<file path="src/rtl/death_timer_ctrl_if.sv">
// Strobe bundle between the game FSM (master) and death_timer_ctrl (slave).
// All signals are single-cycle strobes or levels; there is no backpressure.
interface death_timer_ctrl_if #(
    parameter int LW = 2
);
    logic          TICK;
    logic          DEAD;
    logic          RELOAD;
    logic          GRESET;
    logic          LOADLIFE;
    logic          TC;
    logic          LIFE;
    logic          FLASH;
    logic [LW-1:0] LIVES;
    logic [1:0]    STATE_DBG;

    modport master (
        output TICK, DEAD, RELOAD, GRESET, LOADLIFE,
        input  TC, LIFE, LIVES, FLASH, STATE_DBG
    );

    modport slave (
        input  TICK, DEAD, RELOAD, GRESET, LOADLIFE,
        output TC, LIFE, LIVES, FLASH, STATE_DBG
    );
endinterface

</file>
<file path="src/rtl/death_timer_ctrl.sv">
// Death-pause timer and life counter for the game FSM.
// Counts TICK strobes while DEAD is high, fires a one-cycle TC, and tracks lives.
module death_timer_ctrl #(
    parameter int LIVES_INIT  = 3,
    parameter int LW          = 2,
    parameter int DELAY_TICKS = 8,
    parameter int CW          = 4
) (
    input  logic               CLK,
    input  logic               RST,
    death_timer_ctrl_if.slave  bus
);
    typedef enum logic [1:0] {
        S_IDLE = 2'd0,
        S_WAIT = 2'd1,
        S_FIRE = 2'd2,
        S_HOLD = 2'd3
    } state_e;

    localparam logic [CW-1:0] LAST_CNT   = CW'(DELAY_TICKS - 1);
    localparam logic [LW-1:0] LIVES_LOAD = LW'(LIVES_INIT);

    state_e        state_q, state_d;
    logic [CW-1:0] cnt_q,   cnt_d;
    logic          flash_q, flash_d;
    logic [LW-1:0] lives_q, lives_d;

    always_ff @(posedge CLK) begin
        if (RST) begin
            state_q <= S_IDLE;
            cnt_q   <= '0;
            flash_q <= 1'b0;
            lives_q <= '0;
        end else begin
            state_q <= state_d;
            cnt_q   <= cnt_d;
            flash_q <= flash_d;
            lives_q <= lives_d;
        end
    end

    always_comb begin
        state_d = state_q;
        cnt_d   = cnt_q;
        flash_d = flash_q;
        unique case (state_q)
            S_IDLE: begin
                cnt_d   = '0;
                flash_d = 1'b0;
                if (bus.DEAD) state_d = S_WAIT;
            end
            S_WAIT: begin
                // Dropping DEAD aborts the pause even if a TICK lands on the same edge.
                if (!bus.DEAD) begin
                    state_d = S_IDLE;
                    cnt_d   = '0;
                    flash_d = 1'b0;
                end else if (bus.TICK) begin
                    if (cnt_q == LAST_CNT) begin
                        state_d = S_FIRE;
                        cnt_d   = '0;
                        flash_d = 1'b0;
                    end else begin
                        cnt_d   = cnt_q + CW'(1);
                        flash_d = ~flash_q;
                    end
                end
            end
            S_FIRE: begin
                flash_d = 1'b0;
                state_d = S_HOLD;
            end
            S_HOLD: begin
                flash_d = 1'b0;
                if (!bus.DEAD) state_d = S_IDLE;
            end
            default: begin
                state_d = S_IDLE;
                cnt_d   = '0;
                flash_d = 1'b0;
            end
        endcase
        if (bus.GRESET) begin
            state_d = S_IDLE;
            cnt_d   = '0;
            flash_d = 1'b0;
        end
    end

    always_comb begin
        lives_d = lives_q;
        if (bus.GRESET) begin
            lives_d = '0;
        end else if (bus.LOADLIFE) begin
            lives_d = LIVES_LOAD;
        end else if (bus.RELOAD && (lives_q != '0)) begin
            lives_d = lives_q - LW'(1);
        end
    end

    assign bus.TC        = (state_q == S_FIRE);
    assign bus.FLASH     = flash_q;
    assign bus.LIVES     = lives_q;
    assign bus.LIFE      = (lives_q <= LW'(1));
    assign bus.STATE_DBG = state_q;
endmodule

</file>
<file path="src/flat_wrapper.sv">
// flat-port wrapper written by rule: the top's interface ports become plain ports
module death_timer_ctrl_flat 
#(
    parameter int LIVES_INIT  = 3,
    parameter int LW          = 2,
    parameter int DELAY_TICKS = 8,
    parameter int CW          = 4
)
  (CLK, RST, bus_TICK, bus_DEAD, bus_RELOAD, bus_GRESET, bus_LOADLIFE, bus_TC, bus_LIFE, bus_LIVES, bus_FLASH, bus_STATE_DBG);
  death_timer_ctrl_if #(.LW(LW)) bus_i ();
  input  logic CLK;
  input  logic RST;
  input wire logic [$bits(bus_i.TICK)-1:0] bus_TICK;
  input wire logic [$bits(bus_i.DEAD)-1:0] bus_DEAD;
  input wire logic [$bits(bus_i.RELOAD)-1:0] bus_RELOAD;
  input wire logic [$bits(bus_i.GRESET)-1:0] bus_GRESET;
  input wire logic [$bits(bus_i.LOADLIFE)-1:0] bus_LOADLIFE;
  output wire logic [$bits(bus_i.TC)-1:0] bus_TC;
  output wire logic [$bits(bus_i.LIFE)-1:0] bus_LIFE;
  output wire logic [$bits(bus_i.LIVES)-1:0] bus_LIVES;
  output wire logic [$bits(bus_i.FLASH)-1:0] bus_FLASH;
  output wire logic [$bits(bus_i.STATE_DBG)-1:0] bus_STATE_DBG;
  assign bus_i.TICK = bus_TICK;
  assign bus_i.DEAD = bus_DEAD;
  assign bus_i.RELOAD = bus_RELOAD;
  assign bus_i.GRESET = bus_GRESET;
  assign bus_i.LOADLIFE = bus_LOADLIFE;
  assign bus_TC = bus_i.TC;
  assign bus_LIFE = bus_i.LIFE;
  assign bus_LIVES = bus_i.LIVES;
  assign bus_FLASH = bus_i.FLASH;
  assign bus_STATE_DBG = bus_i.STATE_DBG;
  death_timer_ctrl #(.LIVES_INIT(LIVES_INIT), .LW(LW), .DELAY_TICKS(DELAY_TICKS), .CW(CW)) u_core (.CLK(CLK), .RST(RST), .bus(bus_i));
endmodule
</file>
<file path="config.mk">
export PLATFORM = sky130hd
export DESIGN_NAME = death_timer_ctrl_flat
export DESIGN_NICKNAME = d
export VERILOG_FILES = /design/src/rtl/death_timer_ctrl_if.sv /design/src/rtl/death_timer_ctrl.sv /design/src/flat_wrapper.sv
export SDC_FILE = /design/constraint.sdc
export NUM_CORES = 1
export LEC_CHECK = 0
export ABC_CLOCK_PERIOD_IN_PS = 2100
export CAP_MARGIN = 20
export CORE_AREA = 2 2 39 41
export CTS_CLUSTER_DIAMETER = 50
export DETAILED_ROUTE_END_ITERATION = 8
export DIE_AREA = 0 0 41 43
export GPL_TIMING_DRIVEN = 0
export PLACE_DENSITY = 0.66
export SLEW_MARGIN = 0
export SYNTH_ARGS = -nofsm -noshare
export SYNTH_HDL_FRONTEND = slang
export SYNTH_SLANG_ARGS = --single-unit
</file>
<file path="constraint.sdc">
create_clock -name CLK -period 2.1 [get_ports CLK]
set_clock_uncertainty 0.2 [all_clocks]
set_input_delay 0.42 -clock CLK [delete_from_list [all_inputs] [get_ports CLK]]
set_output_delay 0.42 -clock CLK [all_outputs]
set_load 0.005 [all_outputs]
</file>
==> results of run 1 <==
==> stage by stage <==
stage / worst slack (ns) / cells / instance area [um2] / setup TNS, ns
after floorplan: 0.5298 / 56 / 509.2 / 0
after global placement: -0.04766 / 85 / 659.4 / -0.09524
after detailed placement: -0.06554 / 85 / 659.4 / -0.1134
after CTS: 0.005860 / 89 / 686.9 / 0
after global routing: -0.0003557 / 89 / 690.7 / -0.0003557
final: 0.06463 / 89 / 690.7 / 0
==> layout by cell type (no fill, tap or decap), drive strengths merged <==
master,n
nor3,1
nor3b,1
or4b,1
o21a,1
or2,1
or4,1
ha,3
nand4,1
o31ai,2
clkbuf,5
a21oi,4
nand3,2
dfxtp,9
nand2b,3
xnor2,1
clkdlybuf4s50,13
or3,1
nand3b,2
a211oi,1
nor2,2
o21ai,3
and3b,3
nor2b,1
o221a,1
o211ai,3
nand4b,1
or2b,1
nand2,1
buf,1
inv,3
==> worst max-delay path: cells and delay by family, from the launching register on <==
family / cells / cell delay [ns]
buffers and inverters: 2 / 0.67
AND/OR/NAND/NOR: 1 / 0.13
flip-flops: 1 / 0.35
==> report_power, final <==
group | internal (uW) | leakage (uW) | total (uW) | switching (uW)
Combinational | 29.6 | 0.000161 | 50.0 | 20.3
Clock | 73.4 | 0.0000150 | 141 | 67.7
Sequential | 175 | 0.0000735 | 179 | 4.47
==> what timing repair did <==
item                                    in CTS  in global routing
endpoints found under the setup margin       1                  2
gates resized for setup                      1                  4
gates cloned                                 0                  0
endpoints found under the hold margin        0                  0
==> worst paths after layout <==
| kind | cells after the start | start | end |
|---|---|---|---|
| setup / recovery | 3 | register | bus_TC |
| hold / removal | 2 | u_core.bus.FLASH | u_core.bus.FLASH |
| setup reg to reg | 4 | u_core.cnt_q[0] | u_core.cnt_q[0] |
| hold reg to reg | 2 | u_core.bus.FLASH | u_core.bus.FLASH |
==> per-layer routing <==
metal	global-route usage [%]	routed length (um)	vias up	share of wire, %
met5	0	0	-	0
met4	10.00	34	0	3.2
met3	3.141	57	5	5.4
met2	21.56	487	17	46
met1	18.30	478	213	45
li1	-	-	243	-
==> logic make-up after synthesis <==
kind of cell	Yosys count	synth area share [%]
AOI/OAI and AO/OA	15	20.39
and+or+nand+nor	23	31.45
xor gates and xnor gates	1	1.720
buffers and inverters	5	3.686
adders and majority gates	3	7.372
DFF	9	35.38
==> area by class of cell <==
type                    count  area, um2  area share, %
inverters                   3      11.26          1.630
well taps                  16      20.02          2.899
plain buffers               2      11.26          1.630
multi-input cells          42      310.3          44.93
flip-flops and latches      9      181.4          26.27
clock buffers               4      26.28          3.804
repair buffers             13      130.1          18.84
==> run metrics, run 1 <==
status=completed; Yosys warning total=0; I/O pin cnt=14; vias in the first global route=426; Power, Total=370.2 uW; fraction of layout cells with a size suffix above 1=12.33%; power density over cell area=536.0 mW/mm2; FMAX=0.4913 GHz; Hold Vio Cnt, Final=0; DR DRC count=0; TritonCTS clock tree=done; synth top area cells=dfxtp_1, ha_1, o211ai_1; chip width=41 um; DR vias=478; Slew Limit Headroom=77.35%; syn nets=66; period utilization=96.92%; worst endpoint data arrival time=1.42 ns; Post-Synthesis Cell Area=509.2 um2; Final GP Congestion=0.8401; syn avg cell area=9.094 um2; Critical Path Max Stage Delay=0.50 ns; grt ovf=0; hold_ws=0.2973 ns; Die H=43 um; Async SR Flop Fraction=0%; # Post-CTS Setup Buffers=0; Clock transition at path regs=0.07 ns; max cap viols=0; largest net degree at the start of global routing=11; most frequent cells after synthesis=dfxtp_1, a21oi_1; fin util=49.91%; Yosys reg bits=9; CP Launch Type=register; Seq/Total Area, Yosys=35.38%; worst skew pair latency=0.27 ns; leakage dissipation=0.0002493 uW; Slew Limit Fails=0; Die ar.=0.001763 mm2; routed wire length per instance=11.89 um; antenna violations before repair=0; Post-DRT Antenna Nets=0; flop2flop setup slack=0.40 ns; crit-path cells=buf_4 -> nor2b_1 -> clkdlybuf4s50_1; core footprint=0.001384 mm2; Initial Utilization=36.80%; Post-Syn Instances=56; first-pass detailed-route iteration total=4; row count=14; min Tclk post-route=2.035 ns; Post-synth EDFFs=0; fillers=134; area leader, netlist=dfxtp_1; most frequent cell after synthesis=dfxtp_1; dominant synthesized flop cell=dfxtp_1; Clock Tree Root=clkbuf_4; Worst Path Required=1.48 ns; Final nets=84; Worst Tran Pin Value=0.3398 ns; HPWL Detailed=758.1 um; Yosys top cell area share=35.38%; Iter 0 DRT Violations=8; Detailed Route WL=1058 um; Port-buffer cells=13; worst hold path type=register to register; maximum root-to-sink buffer count=2; Final Setup Violations=0; global-route usage over all layers=14.73%; total CTS buffers=3; peak supply drop=0.3199 mV; clk sinks=9; n_diodes=0; first-pass GRT wire length=1752 um; critical path fanouts, max=10; hold_buf cts=0; Worst setup EP type=primary output; kind of critical path=register to primary output; Syn-to-layout area delta=35.63%; drt via density=5.371; post-synth cell types=30; htree depth=1; slowest stage cell, crit path=clkdlybuf4s50_1
Power figures use the tool's default switching activity.
==> inputs of run 2 (changes only) <==
--- a/config.mk
+++ b/config.mk
@@ -8,7 +8,6 @@
 export ABC_CLOCK_PERIOD_IN_PS = 2100
 export CAP_MARGIN = 20
 export CORE_AREA = 2 2 39 41
-export CTS_CLUSTER_DIAMETER = 50
 export DETAILED_ROUTE_END_ITERATION = 8
 export DIE_AREA = 0 0 41 43
 export GPL_TIMING_DRIVEN = 0
==> results of run 2 <==
Final layout, timing and power as in run 1 (identical DEF).
==> inputs of run 3 (changes only) <==
--- a/config.mk
+++ b/config.mk
@@ -5,7 +5,6 @@
 export SDC_FILE = /design/constraint.sdc
 export NUM_CORES = 1
 export LEC_CHECK = 0
-export ABC_CLOCK_PERIOD_IN_PS = 2100
 export CAP_MARGIN = 20
 export CORE_AREA = 2 2 39 41
 export DETAILED_ROUTE_END_ITERATION = 8
==> results of run 3 <==
Final layout, timing and power as in run 1 (identical DEF).
==> patch: new RTL, flow settings as in run 1 <==
`LW` is set to 2 in 3 places; all go to 1.
--- a/src/rtl/death_timer_ctrl_if.sv
+++ b/src/rtl/death_timer_ctrl_if.sv
@@ -1,7 +1,7 @@
 // Strobe bundle between the game FSM (master) and death_timer_ctrl (slave).
 // All signals are single-cycle strobes or levels; there is no backpressure.
 interface death_timer_ctrl_if #(
-    parameter int LW = 2
+    parameter int LW = 1
 );
     logic          TICK;
     logic          DEAD;
--- a/src/rtl/death_timer_ctrl.sv
+++ b/src/rtl/death_timer_ctrl.sv
@@ -2,7 +2,7 @@
 // Counts TICK strobes while DEAD is high, fires a one-cycle TC, and tracks lives.
 module death_timer_ctrl #(
     parameter int LIVES_INIT  = 3,
-    parameter int LW          = 2,
+    parameter int LW          = 1,
     parameter int DELAY_TICKS = 8,
     parameter int CW          = 4
 ) (
--- a/src/flat_wrapper.sv
+++ b/src/flat_wrapper.sv
@@ -2,7 +2,7 @@
 module death_timer_ctrl_flat 
 #(
     parameter int LIVES_INIT  = 3,
-    parameter int LW          = 2,
+    parameter int LW          = 1,
     parameter int DELAY_TICKS = 8,
     parameter int CW          = 4
 )
Ports: changed (resized bus_LIVES); port bits go from 14 to 13. No check against the original RTL was run, so the function may have changed too.
==> patch against run 1 <==
  * Area after synthesis is 19% lower
  * Wire length decreased by 16%
  * Global-route usage decreased by 3.7 points
  * Combinational power decreased by 39%
  * Total power shrank 17%
  * Clock power is 14% lower
  * Sequential cell count decreased by 1
  * Count of clock-buffer cells in the layout fell by 1
  * Final area shrank 18%
  * Setup slack better by 15 ps
  * Critical path type unchanged
  * Largest power group unchanged
==> patch: results (changes against run 1) <==
Global routing
  – Total GRT Usage: 0.111 (-0.0366)
  – First-pass GRT wire length: 1.27 mm (-28%)
  – Number of global-route vias before repair: 306 (-28%)

Clock network
  – # resized after CTS: 0 (-1)
  – Setup bufs post-CTS: 0 (unchanged)
  – Clock latency on the worst-skew pair: 250 ps (-20 ps)

Synthesis
  – Synth Net Count: 57 (-14%)
  – Ys async rst share: 0 (unchanged)
  – YS warnings: 0 (unchanged)
  – Register area share after synthesis: 0.388 (+0.0341)
  – Commonest cells post-synth: dfxtp_1 (8), nand2_1 (8)
  – Xor-xnor portion of the synthesized cell area: 0 (-0.0172)
  – Count of unique library cells instantiated by Yosys: 25 (-17%)
  – Post-synthesis compound-gate area fraction: 0.248 (+0.0446)
  – Adder-Cell Fraction of Synth Area: 0.0303 (-0.0434)
  – Synth area leaders: dfxtp_1 (39%), nand2_1 (7.3%), a2111oi_0 (6.4%)

Detailed routing
  – Pre-antenna DRT Iters: 3 (-1)
  – Final WL: 888 µm (-16%)
  – DRT iter0 DRCs: 5 (-3)

Setup path
  – Worst EP arrival: 1400 ps (-20 ps)
  – R2R depth: 3 (-1)

Place
  – Worst slack at placement: 23.0 ps (+88.6 ps)
  – Final Wtd Congestion: 0.782 (-6.9%)
  – IO buf count: 11 (-2)
  – DP HPWL: 647 µm (-15%)
  – Area post-placement: 543 µm² (-18%)

Outcome
  – Status: complete, no violations

Cells and area
  – Layout net count: 73 (-13%)
  – Fillers: 158 (+18%)
  – Proportion of layout cells with a drive suffix above 1: 0.111 (-0.0122)

Pwr
  – VDD IR max: 265 µV (-17%)
  – Leak pwr: 0.196 nW (-21%)
-- patch: where the power goes --
| group | internal, W | switching [W] | total [W] | leakage [nW] |
|---|---|---|---|---|
| Combinational | 0.0000181 | 0.0000123 | 0.0000304 | 0.118 |
| Sequential | 0.000154 | 0.00000211 | 0.000156 | 0.0648 |
| Clock | 0.0000656 | 0.0000553 | 0.000121 | 0.0138 |
| Total | 0.000237 | 0.0000697 | 0.000307 | 0.196 |
-- patch: worst max-delay path, delay by kind of cell (launching register included) --
kind,cells,cell delay [ps]
buffers and inverters,1,500
flip-flops,1,480
AND/OR/NAND/NOR,1,170
-- patch: layout make-up --
| class | count | area, µm² | share of cell area |
|---|---|---|---|
| timing repair buffer | 11 | 110 | 0.195 |
| sequential | 8 | 160 | 0.283 |
| multi-input combinational | 36 | 229 | 0.405 |
| buffer | 2 | 12.5 | 0.0221 |
| inverter | 3 | 11.3 | 0.0199 |
| clock buffer | 3 | 22.5 | 0.0398 |
| tap | 16 | 20.0 | 0.0354 |
-- patch: metal layers --
| metal | track usage | wire [µm] | up-vias |
|---|---|---|---|
| met2 | 0.141 | 401 | 7 |
| met5 | 0 | 0 | - |
| li1 | - | - | 205 |
| met3 | 0.0628 | 49 | 2 |
| met1 | 0.143 | 424 | 189 |
| met4 | 0.0600 | 12 | 0 |
-- patch: final timing paths --
check	start	to	slack, ps
worst max-delay path	flip-flop	bus_TC	80
worst max register to register	flip-flop	u_core.cnt_q[3]	530
worst min-delay path	u_core.bus.LIVES	u_core.bus.LIVES	300
worst min register to register	u_core.bus.LIVES	u_core.bus.LIVES	300
-- patch: stage by stage --
stage,total power [W],std cells
after floorplan,0.000170,49
after global routing,0.000323,79
after CTS,0.000313,79
final,0.000307,79
after global placement,0.000189,76
after detailed placement,0.000190,76
